==> src/rtl/crc_pkg.sv <==
// Shared definitions for the serial CRC datapath: FSM state encoding,
// the default generator polynomial and the stream-length helper.
package crc_pkg;

    typedef logic [1:0] state_t;

    localparam state_t IDLE  = 2'd0;
    localparam state_t SHIFT = 2'd1;
    localparam state_t DONE  = 2'd2;

    localparam logic [15:0] CRC16_POLY_DEFAULT = 16'hBAAD;

    // Number of bits streamed through the LFSR: message followed by the tail.
    function automatic int crc_total(input int data_w, input int crc_w);
        return data_w + crc_w;
    endfunction

endpackage

==> src/rtl/crc_lfsr_step.sv <==
// Combinational single-bit Galois LFSR step. The bit leaving the top of the
// register selects whether the polynomial is folded back in.
module crc_lfsr_step
    import crc_pkg::*;
#(
    parameter int               CRC_W = 16,
    parameter logic [CRC_W-1:0] POLY  = CRC_W'(CRC16_POLY_DEFAULT)
) (
    input  logic [CRC_W-1:0] lfsr,
    input  logic             b,
    output logic [CRC_W-1:0] next_lfsr
);

    // Shift in the stream bit and conditionally apply the polynomial.
    always_comb begin
        next_lfsr = {lfsr[CRC_W-2:0], b} ^ (lfsr[CRC_W-1] ? POLY : '0);
    end

endmodule

==> src/rtl/crc_serial_codec.sv <==
// Bit-serial CRC generator/checker. A message is latched on start and streamed
// MSB-first through a Galois LFSR, followed by CRC_W tail bits; the remainder
// and codeword are registered on the final step and flagged with a done pulse.
// Optional compile-time feature: define CRC_CHECK_EN to add the check mode
// (crc_in / check inputs, crc_ok output).
module crc_serial_codec
    import crc_pkg::*;
#(
    parameter int               DATA_W = 34,
    parameter int               CRC_W  = 16,
    parameter logic [CRC_W-1:0] POLY   = CRC_W'(CRC16_POLY_DEFAULT),
    parameter logic [CRC_W-1:0] INIT   = '0
) (
    input  logic                     clk,
    input  logic                     reset,
    input  logic                     start,
    input  logic [DATA_W-1:0]        data_in,
`ifdef CRC_CHECK_EN
    input  logic [CRC_W-1:0]         crc_in,
    input  logic                     check,
    output logic                     crc_ok,
`endif
    output logic                     busy,
    output logic                     done,
    output logic [CRC_W-1:0]         crc_out,
    output logic [DATA_W+CRC_W-1:0]  data_out
);

    localparam int TOTAL = crc_total(DATA_W, CRC_W);
    localparam int CNT_W = $clog2(TOTAL + 1);
    localparam logic [CNT_W-1:0] LAST = CNT_W'(TOTAL - 1);

    state_t             state_q;
    state_t             state_d;
    logic [CNT_W-1:0]   count;
    logic [CRC_W-1:0]   lfsr;
    logic [CRC_W-1:0]   lfsr_next;
    logic [TOTAL-1:0]   stream;
    logic [DATA_W-1:0]  msg_q;
    logic [CRC_W-1:0]   tail;
    logic               accept;
    logic               last_step;

    assign accept    = start && (state_q != SHIFT);
    assign last_step = (state_q == SHIFT) && (count == LAST);

`ifdef CRC_CHECK_EN
    logic               check_q;
    logic [CRC_W-1:0]   crc_q;
    assign tail = check ? crc_in : '0;
`else
    assign tail = '0;
`endif

    crc_lfsr_step #(
        .CRC_W (CRC_W),
        .POLY  (POLY)
    ) u_step (
        .lfsr      (lfsr),
        .b         (stream[TOTAL-1]),
        .next_lfsr (lfsr_next)
    );

    // State register.
    // NOTE: sequential state uses non-blocking assignments so every flop
    // samples pre-edge values regardless of process ordering.
    always_ff @(posedge clk or posedge reset) begin
        if (reset) state_q <= IDLE;
        else       state_q <= state_d;
    end

    // Next-state logic; start is only honoured outside SHIFT.
    // NOTE: a default assignment first keeps this block free of inferred latches.
    always_comb begin
        state_d = state_q;
        case (state_q)
            IDLE:    if (start) state_d = SHIFT;
            SHIFT:   if (count == LAST) state_d = DONE;
            DONE:    state_d = start ? SHIFT : IDLE;
            default: state_d = IDLE;
        endcase
    end

    // Status outputs decoded from the registered state only.
    always_comb begin
        busy = (state_q == SHIFT);
        done = (state_q == DONE);
    end

    // Datapath: latch on accept, step the LFSR in SHIFT, capture results on the last step.
    // NOTE: every datapath register is reset so an interrupted operation never
    // leaves a partial result visible on the outputs.
    always_ff @(posedge clk or posedge reset) begin
        if (reset) begin
            count    <= '0;
            lfsr     <= '0;
            stream   <= '0;
            msg_q    <= '0;
            crc_out  <= '0;
            data_out <= '0;
`ifdef CRC_CHECK_EN
            check_q  <= 1'b0;
            crc_q    <= '0;
            crc_ok   <= 1'b0;
`endif
        end else if (accept) begin
            count  <= '0;
            lfsr   <= INIT;
            stream <= {data_in, tail};
            msg_q  <= data_in;
`ifdef CRC_CHECK_EN
            check_q <= check;
            crc_q   <= crc_in;
`endif
        end else if (state_q == SHIFT) begin
            lfsr   <= lfsr_next;
            stream <= {stream[TOTAL-2:0], 1'b0};
            count  <= count + 1'b1;
            if (last_step) begin
                crc_out <= lfsr_next;
`ifdef CRC_CHECK_EN
                data_out <= {msg_q, check_q ? crc_q : lfsr_next};
                crc_ok   <= (lfsr_next == '0);
`else
                data_out <= {msg_q, lfsr_next};
`endif
            end
        end
    end

endmodule

==> config.mk <==
export PLATFORM = sky130hd
export DESIGN_NAME = crc_serial_codec
export DESIGN_NICKNAME = d
export VERILOG_FILES = /design/src/rtl/crc_pkg.sv /design/src/rtl/crc_lfsr_step.sv /design/src/rtl/crc_serial_codec.sv
export SDC_FILE = /design/constraint.sdc
export NUM_CORES = 1
export LEC_CHECK = 0
export BUFFER_PORTS_ARGS = -buffer_cell sky130_fd_sc_hd__buf_2
export CAP_MARGIN = 5
export CELL_PAD_IN_SITES_DETAIL_PLACEMENT = 0
export CELL_PAD_IN_SITES_GLOBAL_PLACEMENT = 1
export CORE_MARGIN = 8
export CORE_UTILIZATION = 45
export DETAILED_ROUTE_END_ITERATION = 12
export GPL_TIMING_DRIVEN = 0
export PLACE_DENSITY_LB_ADDON = 0.1
export SYNTH_ARGS = -nofsm -noshare
export SYNTH_HDL_FRONTEND = slang
export SYNTH_SLANG_ARGS = --single-unit
==> constraint.sdc <==
create_clock -name clk -period 5.6 [get_ports clk]
set_input_delay 0.56 -clock clk [delete_from_list [all_inputs] [get_ports clk]]
set_output_delay 0.56 -clock clk [all_outputs]
set_load 0.05 [all_outputs]
Yosys cells after proc, flatten, opt, wreduce, memory -nomap -nowiden
Index checks and enable logic that the tools add are counted.

word-level totals
  bits in registers = 174
  output and inout bits = 68
  logic and storage cells = 33

cells by class
  add/subtract/negate cells = 1
  equal/unequal tests = 6
  mux-type cells = 11
  bitwise operators = 2
  reduce and logical (&&, ||, !) cells = 6

operators by type and width
  operator               number
  $mux W50               2
  $mux W16               3
  $xor A16 B16 Y16       1
  $mux W6                2
  $add A6 B1 Y6 const B  1
  $eq A6 B6 Y1 const B   1
  $pmux W2 S3            1
  $mux W2                2
  $ne A2 B1 Y1 const B   2
  $reduce_and A3 Y1      1
  $eq A2 B1 Y1 const B   1
  $eq A2 B2 Y1 const B   1
  $logic_and A1 B1 Y1    2
  $logic_not A2 Y1       1
  $ne A2 B2 Y1 const B   1
  $reduce_and A2 Y1      1
  $reduce_bool A2 Y1     1
  $mux W1                1
  $not A1 Y1             1

Logic depth before layout (Yosys ltp)
Gate-level depths: netlist of run 1.

  depth after elaboration = 4
  mapped depth = 6
  depth with buffers taken out = 5

Hierarchy
A second synthesis of run 1 with hierarchy kept.

second synthesis, totals
  cell total of the unflattened synthesis = 468
  area, all modules = 6182.2 um2

modules (own cells, without submodules)
  module            times used  cells each  area each (um2)
  crc_serial_codec  1           451         6038.3
  crc_lfsr_step     1           17          143.9

Worst setup path before layout of run 1
No wires, ideal clock.

  kind = reg2out
  start point = register state_q[1]
  end point = output port busy
  arrival time = 1495 ps
  path slack = 3545 ps
  cell stages (with the launch flop) = 5
  path buffers = 2
  cells stage by stage = dfrtp_1 nand2b_1 inv_1 clkbuf_1 clkbuf_1

on the way
  word-level cells in the longest chain between the ends = 1

ends and longest elaborated chain
  what                    line                    source
  from (decl)             crc_serial_codec.sv:33  state_t state_q;
  from (signal assigned)  crc_serial_codec.sv:69  else state_q <= state_d;
  $eq A2 B1 Y1            crc_serial_codec.sv:86  busy = (state_q == SHIFT);
  to (decl)               crc_serial_codec.sv:23  output logic busy,

No other way between the ends.

Worst setup path after layout of run 1
Ends and elaborated chain as after synthesis.

==> results.toml, run 1 <==
[worst_setup_path]
critical_path.startpoint = "state_q[1]"
rrSetupSlack_ps = 3620
cp_cell_sequence = "nand2b_1 > inv_1 > clkbuf_1 > clkbuf_1 > buf_2"
critPathKind = "reg2out"
crit_end = "busy"
cp-start-kind = "flop"
crit_path_end_kind = "output pin"
required_ps = 5040
crit_path_frequent_cell = "clkbuf_1"
rr_worst_depth = 4
slowest_stage = "clkbuf_1"
r2r_end = "data_out[15]"
worstReg2RegStart = "count[2]"
crit_path_max_fanout = 10
critPathMaxStageDelay_ps = 480
critical_path_arrival_ps = 2350

[yosys]
synth_cell_type_count = 25
syn_nets = 499
synth_area_leaders = "dfrtp_1 (60%), mux2_2 (13%), mux2i_1 (7.8%), o21ai_0 (4.7%), nand2_1 (3.1%)"
synth-compound-area-share_pct = 4.75
synth-xor-area-share_pct = 1.78
synth_top_family_by_area = "multiplexers"
yosys.area.top_type_share_pct = 60.2
muxShareOfSynthArea_pct = 22.3
seq_area_frac_synth_pct = 60.2
synth-edff-count = 0
synth_seq_cells = 142
syn_area_per_cell_um2 = 12.8
ys_top_cells_by_count = "dfrtp_1 (142), mux2_2 (66), o21ai_0 (55), nand2_1 (49), mux2i_1 (46)"
synthArstFlopShare_pct = 100
yosys.area_share.adder_pct = 0.424
synth_area_mm2 = 0.00590
yosys.area_share.simple_pct = 5.26
synth_largest_area_cell = "dfrtp_1"
synthFlopType = "dfrtp_1"
yosys_warnings = 0
synth_cells = 460
yosysMostFrequentCell = "dfrtp_1"

[cts]
cts_root_buffer = "clkbuf_16"
hold_buffers = 0
cts_max_level = 4
cts_setup_buffers = 0
cts_made_buffers = 17
clockBufferDepth = 2
clock_sinks = 142
worstSkewPairLatency_ps = 410
clk_pin_slew_ps = 60
cts_tree = "done"
cts_resized = 0

[timing]
finalSetupTns_ps = 0
worstMarginPinSlew_ps = 747
fmax_mhz = 344
finalHoldViolations = 0
final.min_clock_period_ps = 2910
finalSetupViolCount = 0
min_period_over_period_pct = 51.9
whs_ps = 198
fin_worst_skew_ps = 3.82
max_slew_margin_pct = 50.2
rsz0062_at_grt = "false"
maxSlewViolCount = 0

[pwr]
peakVddDrop_mv = 0.169
powerDensity_mw_per_mm2 = 291
p_leak_nw = 3.80

[routing]
vias = 3789
wirelength_mm = 11.9
ant_nets = 0
wire_per_inst_um = 15.4
drt_pre_antenna_iters = 4
via_per_inst = 4.90
drt_iter0_drc = 243
drc_errors = 0

[floorplanning]
die_h_um = 131
initial_core_util_pct = 45.3
core_mm2 = 0.0130
die_w_um = 131
rows = 42
ios = 105
die_area_mm2 = 0.0170

[run_status]
status = "finished, final reports clean"

[placement]
post-dp-hpwl_mm = 8.32
gp_congestion = 0.757
portBuffers = 104

[hold_path]
hold_path.class = "in2async"

[global_route]
overflow = 0
grtUsageTotal_pct = 15.0
grt_pass1_vias = 4031
grt_max_degree = 87
antenna_found_initial = 1
grt_pass1_wl_mm = 19.8

[layout]
fillCellCount = 1175
drive_gt1_share_pct = 38.4
areaGrowthSynthToFinish_pct = 22.1
num-nets-final = 623

[job]
max_cap_violations = 0
## per-stage QoR
stage	area [um^2]	cells	util [%]	power (W)	setup slack, ps
after CTS	7210	772	55.3	0.00213	2660
after global placement	6640	740	51.0	0.00111	-322
after detailed placement	6680	741	51.2	0.00112	3110
final	7210	773	55.3	0.00210	2690
after global routing	7210	772	55.3	0.00218	2540
after floorplan	5900	460	-	0.00109	1230
## cells in the final DEF, fill, tap and decap left out, drive strengths merged, types with 2 or more instances in the layout
| cell | count |
|---|---|
| buf | 134 |
| nand3 | 13 |
| clkinv | 6 |
| inv | 13 |
| xnor2 | 9 |
| mux2i | 46 |
| o21ai | 55 |
| xor2 | 3 |
| ha | 2 |
| clkbuf | 38 |
| mux2 | 76 |
| dfrtp | 142 |
| nand2 | 49 |
## metal layers
| metal | routed length [um] | GRT usage, % | share of wire [%] | vias up |
|---|---|---|---|---|
| met3 | 698 | 4.67 | 5.9 | 15 |
| met5 | 10 | 0 | 0.084 | - |
| met4 | 169 | 5.67 | 1.4 | 2 |
| li1 | - | - | - | 1810 |
| met2 | 5830 | 24.4 | 49 | 77 |
| met1 | 5170 | 18.5 | 44 | 1885 |
## worst min path at each step
stage               start            to  slack (ps)  cells past startpoint
2_1_floorplan    count[5]      count[5]         440                      1
3_3_place_gp   stream[41]    stream[42]         460                      2
6_report            reset     msg_q[19]         200                      2
5_1_grt             reset  data_out[35]         240                      2
3_5_place_dp   stream[38]    stream[39]         470                      2
4_1_cts             reset     msg_q[19]         220                      2
## critical path, delay by kind of cell (launching register included)
kind          cells  cell delay, ps
flops             1             380
buf+inv           4            1390
simple gates      1             170
## final cells by class
type / count / area [um^2] / share of cell area (%)
Clock buffer: 24 / 492 / 6.82
Buffer: 43 / 264 / 3.66
Clock inverter: 7 / 37.5 / 0.521
Sequential cell: 142 / 3550 / 49.3
Timing Repair Buffer: 105 / 548 / 7.60
Multi-Input combinational cell: 262 / 2040 / 28.3
Inverter: 13 / 53.8 / 0.746
Antenna cell: 1 / 2.50 / 0.0347
Tap cell: 176 / 220 / 3.06
## report_power, final
| part | internal, W | switching [W] |
|---|---|---|
| Clock | 0.000606 | 0.000397 |
| Combinational | 0.0000250 | 0.0000440 |
| Sequential | 0.00103 | 0.000000232 |
| Total | 0.00166 | 0.000441 |
## cell families (layout without fill, tap and decap cells)
logic type	count (synthesis)	after routing
flops	142	142
mux	122	122
simple gates	70	70
compound gates	56	56
buf+inv	56	192
xor+xnor	12	12
fa+ha+maj	2	2
other cells	0	1
## registers in the layout (all words and copies together) (netlist names)
signal and cells:
count 6, crc_out 15, data_out 35, lfsr 16, msg_q 34, state_q 2
stream 34
Power figures use the tool's default switching activity.
==> inputs of run 2 (changes only) <==
ABC_AREA = 1   (was default)
CORE_UTILIZATION = 38   (was 45)
clock period = 2.4 ns   (was 5.6 ns; I/O delays follow)
==> results.toml, run 2 <==
[layout]
areaGrowthSynthToFinish_pct = 24.4
largest_register = "data_out"
antenna_cells = 0
finalNonFillerCells = 1053
final_area_mm2 = 0.00755
largestRegisters = "data_out (35), msg_q (34), stream (34)"
layout_common_cells = "nand2_1 (206), dfrtp_1 (142), buf_2 (130)"
layout_commonest_cell = "nand2_1"
largest_reg_flops = 35
drive_gt1_share_pct = 23.4
num-nets-final = 863

[yosys]
synthArstFlopShare_pct = 100
ys_top_cells_by_count = "nand2_1 (206), dfrtp_1 (142), nand3_1 (86), nor2_1 (62), inv_1 (59)"
synth_cell_type_count = 19
synth_area_leaders = "dfrtp_1 (59%), nand2_1 (13%), nand3_1 (7.1%), nor2_1 (3.8%), inv_1 (3.6%)"
synth_seq_cells = 142
synth_area_mm2 = 0.00607
syn_area_per_cell_um2 = 8.68
synthFlopType = "dfrtp_1"
synth-edff-count = 0
seq_area_frac_synth_pct = 58.6
yosysMostFrequentCell = "nand2_1"
synth_largest_area_cell = "dfrtp_1"
synth_cells = 699
yosys.area.top_type_share_pct = 58.6
yosys_warnings = 0
syn_nets = 738

[worst_setup_path]
critical_path_arrival_ps = 1720
cp_cell_sequence = "inv_2 > nor2_2 > buf_4 > buf_4 > buf_2"
crit_buf_inv = 4
critPathKind = "reg2out"
cp-start-kind = "flop"
critPathTopFamily = "buffers and inverters"
slowest_stage = "dfrtp_1"
required_ps = 2160
rrSetupSlack_ps = 480
crit_path_max_fanout = 10
crit_path_end_kind = "output pin"
crit_path_frequent_cell = "buf_4"
critPathMaxStageDelay_ps = 430

[pwr]
p_leak_nw = 4.45
clock_power_share_pct = 52.9
peakVddDrop_mv = 0.431
seq_power_share_pct = 45.0
p_comb_share_pct = 2.1
netSwitchingFraction_pct = 20.3
total_power_w = 0.00532
switching_power_w = 0.00108
powerDensity_mw_per_mm2 = 705
intPower_w = 0.00424

[routing]
drc_errors = 0
dr.max_layer_used = "met4"
drt_iter0_drc = 229
wirelength_mm = 15.6
met1_length_mm = 7.18
drt_pre_antenna_iters = 4
wl_met3_um = 842
ant_nets = 0
vias = 4895
wire_per_inst_um = 14.8
via_per_inst = 4.65
dr_wl_met2_mm = 7.30

[floorplanning]
initial_core_util_pct = 38.5
die_w_um = 142
rows = 46
ios = 105
core_mm2 = 0.0158
die_area_mm2 = 0.0203
die_h_um = 142

[global_route]
antenna_found_initial = 0
grt_pass1_vias = 4957
grt_pass1_wl_mm = 25.4
overflow = 0
grtUsageTotal_pct = 16.1
grt_max_degree = 42

[placement]
portBuffers = 103
post-dp-hpwl_mm = 11.2
place_ws_ps = 396
gp_congestion = 0.780
dpl.cell_count = 1021
dpl_cell_area_mm2 = 0.00692

[timing]
fmax_mhz = 510
setup_ws_ps = 437
fin_worst_skew_ps = 6.01
max_slew_margin_pct = 37.5
maxSlewViolCount = 0
finalSetupTns_ps = 0
worstMarginPinSlew_ps = 936
final.min_clock_period_ps = 1960
finalHoldViolations = 0
finalSetupViolCount = 0
rsz0062_at_grt = "false"
min_period_over_period_pct = 81.8

[hold_path]
hold_path.class = "in2async"

[cts]
cts_max_level = 4
clock_sinks = 142
clockBufferDepth = 2
cts_setup_buffers = 0
cts_tree = "done"
cts_resized = 0
worstSkewPairLatency_ps = 420
cts_root_buffer = "clkbuf_16"
hold_buffers = 0
cts_made_buffers = 17
clk_pin_slew_ps = 60

[job]
max_cap_violations = 0

[run_status]
status = "finished, final reports clean"
## run 2: power groups by stage
stage          Combinational, W  Clock, W  Sequential [W]
2_1_floorplan         0.0000506         0         0.00244
3_3_place_gp           0.000104         0         0.00244
3_5_place_dp           0.000118         0         0.00244
4_1_cts                0.000119   0.00287         0.00239
5_1_grt                0.000129   0.00299         0.00239
6_report               0.000113   0.00281         0.00239
## run 2: metrics by stage
stage	util [%]	hold slack (ps)
finish	47.9	13.6
global route	47.9	26.0
CTS	47.9	13.7
detailed placement	43.9	456
global placement	43.5	453
floorplan	-	350
## run 2: worst paths after layout
check                                   from      endpoint  cells after the start
worst min register to register  data_out[26]  data_out[26]                      2
worst max register to register      count[1]  data_out[32]                      8
worst min-delay path                   reset      msg_q[6]                      2
min in group clk                  data_in[5]      msg_q[5]                      3
max in group asynchronous              reset  data_out[32]                      4
worst max-delay path              state_q[0]          busy                      5
## run 2: worst reg2reg max path: cells and delay by family (launching register included)
kind | cells | cell delay (ps)
fa+ha+maj | 1 | 140
buf+inv | 2 | 390
flops | 1 | 390
simple gates | 5 | 900
## run 2: cells by family after synthesis
kind of cell | share of synthesized area (%)
simple gates | 24.2
flops | 58.6
buf+inv | 9.53
compound gates | 7.34
fa+ha+maj | 0.412
## run 2: routing by layer
metal	vias to the layer above	global-route usage [%]
li1	2444	-
met1	2325	20.4
met2	103	26.1
met3	23	4.66
met4	0	5.15
met5	-	0
## run 2: cell type report
type | instances | area (um^2)
sequential | 142 | 3550
multi-input combinational | 437 | 1940
buffer | 57 | 342
fill | 1624 | 8220
clock buffer | 20 | 467
timing repair buffer | 106 | 576
inverter | 63 | 240
clock inverter | 12 | 165
tap | 216 | 270
==> inputs of run 3 (changes only) <==
ABC_AREA = 0   (was 1)
CORE_UTILIZATION = 40   (was 38)
clock period = 1.8 ns   (was 2.4 ns; I/O delays follow)
==> results.toml, run 3 (synthesis results as in run 1) <==
[worst_setup_path]
critPathMaxStageDelay_ps = 430
cp_cell_sequence = "or3b_4 > nor3_4 > buf_4 > buf_8 > mux2_2"
critical_path_arrival_ps = 2070
cp-start-kind = "flop"
crit_path_max_fanout = 10
crit_buf_inv = 2
crit_path_end_kind = "flop"
slowest_stage = "or3b_4"
critPathTopFamily = "simple AND/OR/NAND/NOR gates"
critPathKind = "reg2reg"
required_ps = 2100

[routing]
ant_nets = 0
drt_pre_antenna_iters = 4
wire_per_inst_um = 15.6
drt_iter0_drc = 157
via_per_inst = 4.79
wirelength_mm = 12.6
vias = 3862
drc_errors = 0

[placement]
gp_congestion = 0.713
post-dp-hpwl_mm = 8.83
portBuffers = 104

[layout]
largestRegisters = "data_out (35), msg_q (34), stream (34)"
largest_reg_flops = 35
layout_commonest_cell = "dfrtp_1"
drive_gt1_share_pct = 39.0
antenna_cells = 0
layout_common_cells = "dfrtp_1 (142), buf_2 (106), mux2_2 (66)"
areaGrowthSynthToFinish_pct = 29.5
post-route-util_pct = 52.8
num-nets-final = 649
largest_register = "data_out"
fillCellCount = 1291

[floorplanning]
ios = 105
die_w_um = 137
initial_core_util_pct = 40.8
die_h_um = 137
die_area_mm2 = 0.0189
core_mm2 = 0.0145
rows = 44

[job]
max_cap_violations = 0

[pwr]
p_leak_nw = 3.98
total_power_w = 0.00729
powerDensity_mw_per_mm2 = 954
peakVddDrop_mv = 0.591

[global_route]
overflow = 0
antenna_found_initial = 0
grt_pass1_vias = 4155
grt_max_degree = 42
grt_most_used_layer = "met2"
met1_usage_pct = 17.9
grt_use_met3_pct = 4.74
use_met2_pct = 22.8
grt_pass1_wl_mm = 21.0
grtUsageTotal_pct = 14.4

[cts]
clock_sinks = 142
cts_max_level = 4
cts_tree = "done"
clockBufferDepth = 2
cts_made_buffers = 17
clk_pin_slew_ps = 60
worstSkewPairLatency_ps = 420
cts_root_buffer = "clkbuf_16"

[timing]
max_slew_margin_pct = 50.9
finalSetupViolCount = 0
min_period_over_period_pct = 97.9
finalSetupTns_ps = 0
fmax_mhz = 567
finalHoldViolations = 0
rsz0062_at_grt = "true"
final.min_clock_period_ps = 1760
worstMarginPinSlew_ps = 736
fin_worst_skew_ps = 7.73
maxSlewViolCount = 0

[run_status]
status = "finished, final reports clean"

[hold_path]
hold_path.class = "in2reg"
## run 3: cell count changes in the layout (fill, tap and decap cells not counted), moves of 11 or more
cell / delta
nand2_1: -158
nand3_1: -73
mux2_2: +66
nor2_1: -61
inv_1: -47
mux2i_1: +46
buf_2: -24
o21a_1: -20
dlygate4sd3_1: +18
o21ai_0: +18
a21oi_1: -11
## run 3: what timing repair did
action                     CTS  global route
pin swaps                    1             0
setup endpoints to repair   89            41
hold endpoints to repair    46             0
hold buffers                18             0
setup buffers                3             4
resized for setup            9             7
## run 3: cell type report
| cell class | instances | area (um^2) | share of cell area, % |
|---|---|---|---|
| Sequential cell | 142 | 3550 | 46.5 |
| Multi-Input combinational cell | 262 | 2040 | 26.7 |
| Timing Repair Buffer | 132 | 816 | 10.7 |
| Clock buffer | 22 | 464 | 6.07 |
| Buffer | 42 | 295 | 3.86 |
| Tap cell | 184 | 230 | 3.01 |
| Clock inverter | 10 | 185 | 2.42 |
| Inverter | 13 | 56.3 | 0.737 |
## run 3: power breakdown
part | switching, W | internal [W]
sequential | 0.000000711 | 0.00320
clock | 0.00131 | 0.00253
combinational | 0.000147 | 0.000110
## run 3: stage by stage
| stage | hold WS [ps] | setup slack [ps] | cell area [um^2] | cells |
|---|---|---|---|---|
| after floorplan | 331 | -157 | 5910 | 460 |
| after global placement | 437 | -1070 | 6660 | 748 |
| after detailed placement | 335 | -324 | 6720 | 751 |
| after CTS | 0.261 | -91.6 | 7590 | 803 |
| after global routing | 5.75 | -23.2 | 7640 | 807 |
| final | 19.3 | 36.9 | 7640 | 807 |
## run 3: final timing paths
check	start	end	slack [ps]	cells after the start
worst max-delay path	count[2]	crc_out[1]	40	5
worst min-delay path	data_in[8]	msg_q[8]	20	2
worst max register to register	count[2]	crc_out[1]	40	5
worst min register to register	count[5]	count[5]	470	1
max in group asynchronous	reset	msg_q[8]	470	5
min in group asynchronous	reset	crc_out[4]	420	3
## run 3: metal layers
metal,routed length (um),vias to the layer above
met2,5990,81
met5,0,-
li1,-,1856
met4,207,0
met1,5720,1910
met3,640,15
## run 3: worst register-to-register path: stages, from the launching register on
cell and delay (ps):
dfrtp_1 410, or3b_4 430, nor3_4 140, buf_4 170, buf_8 160, mux2_2 340
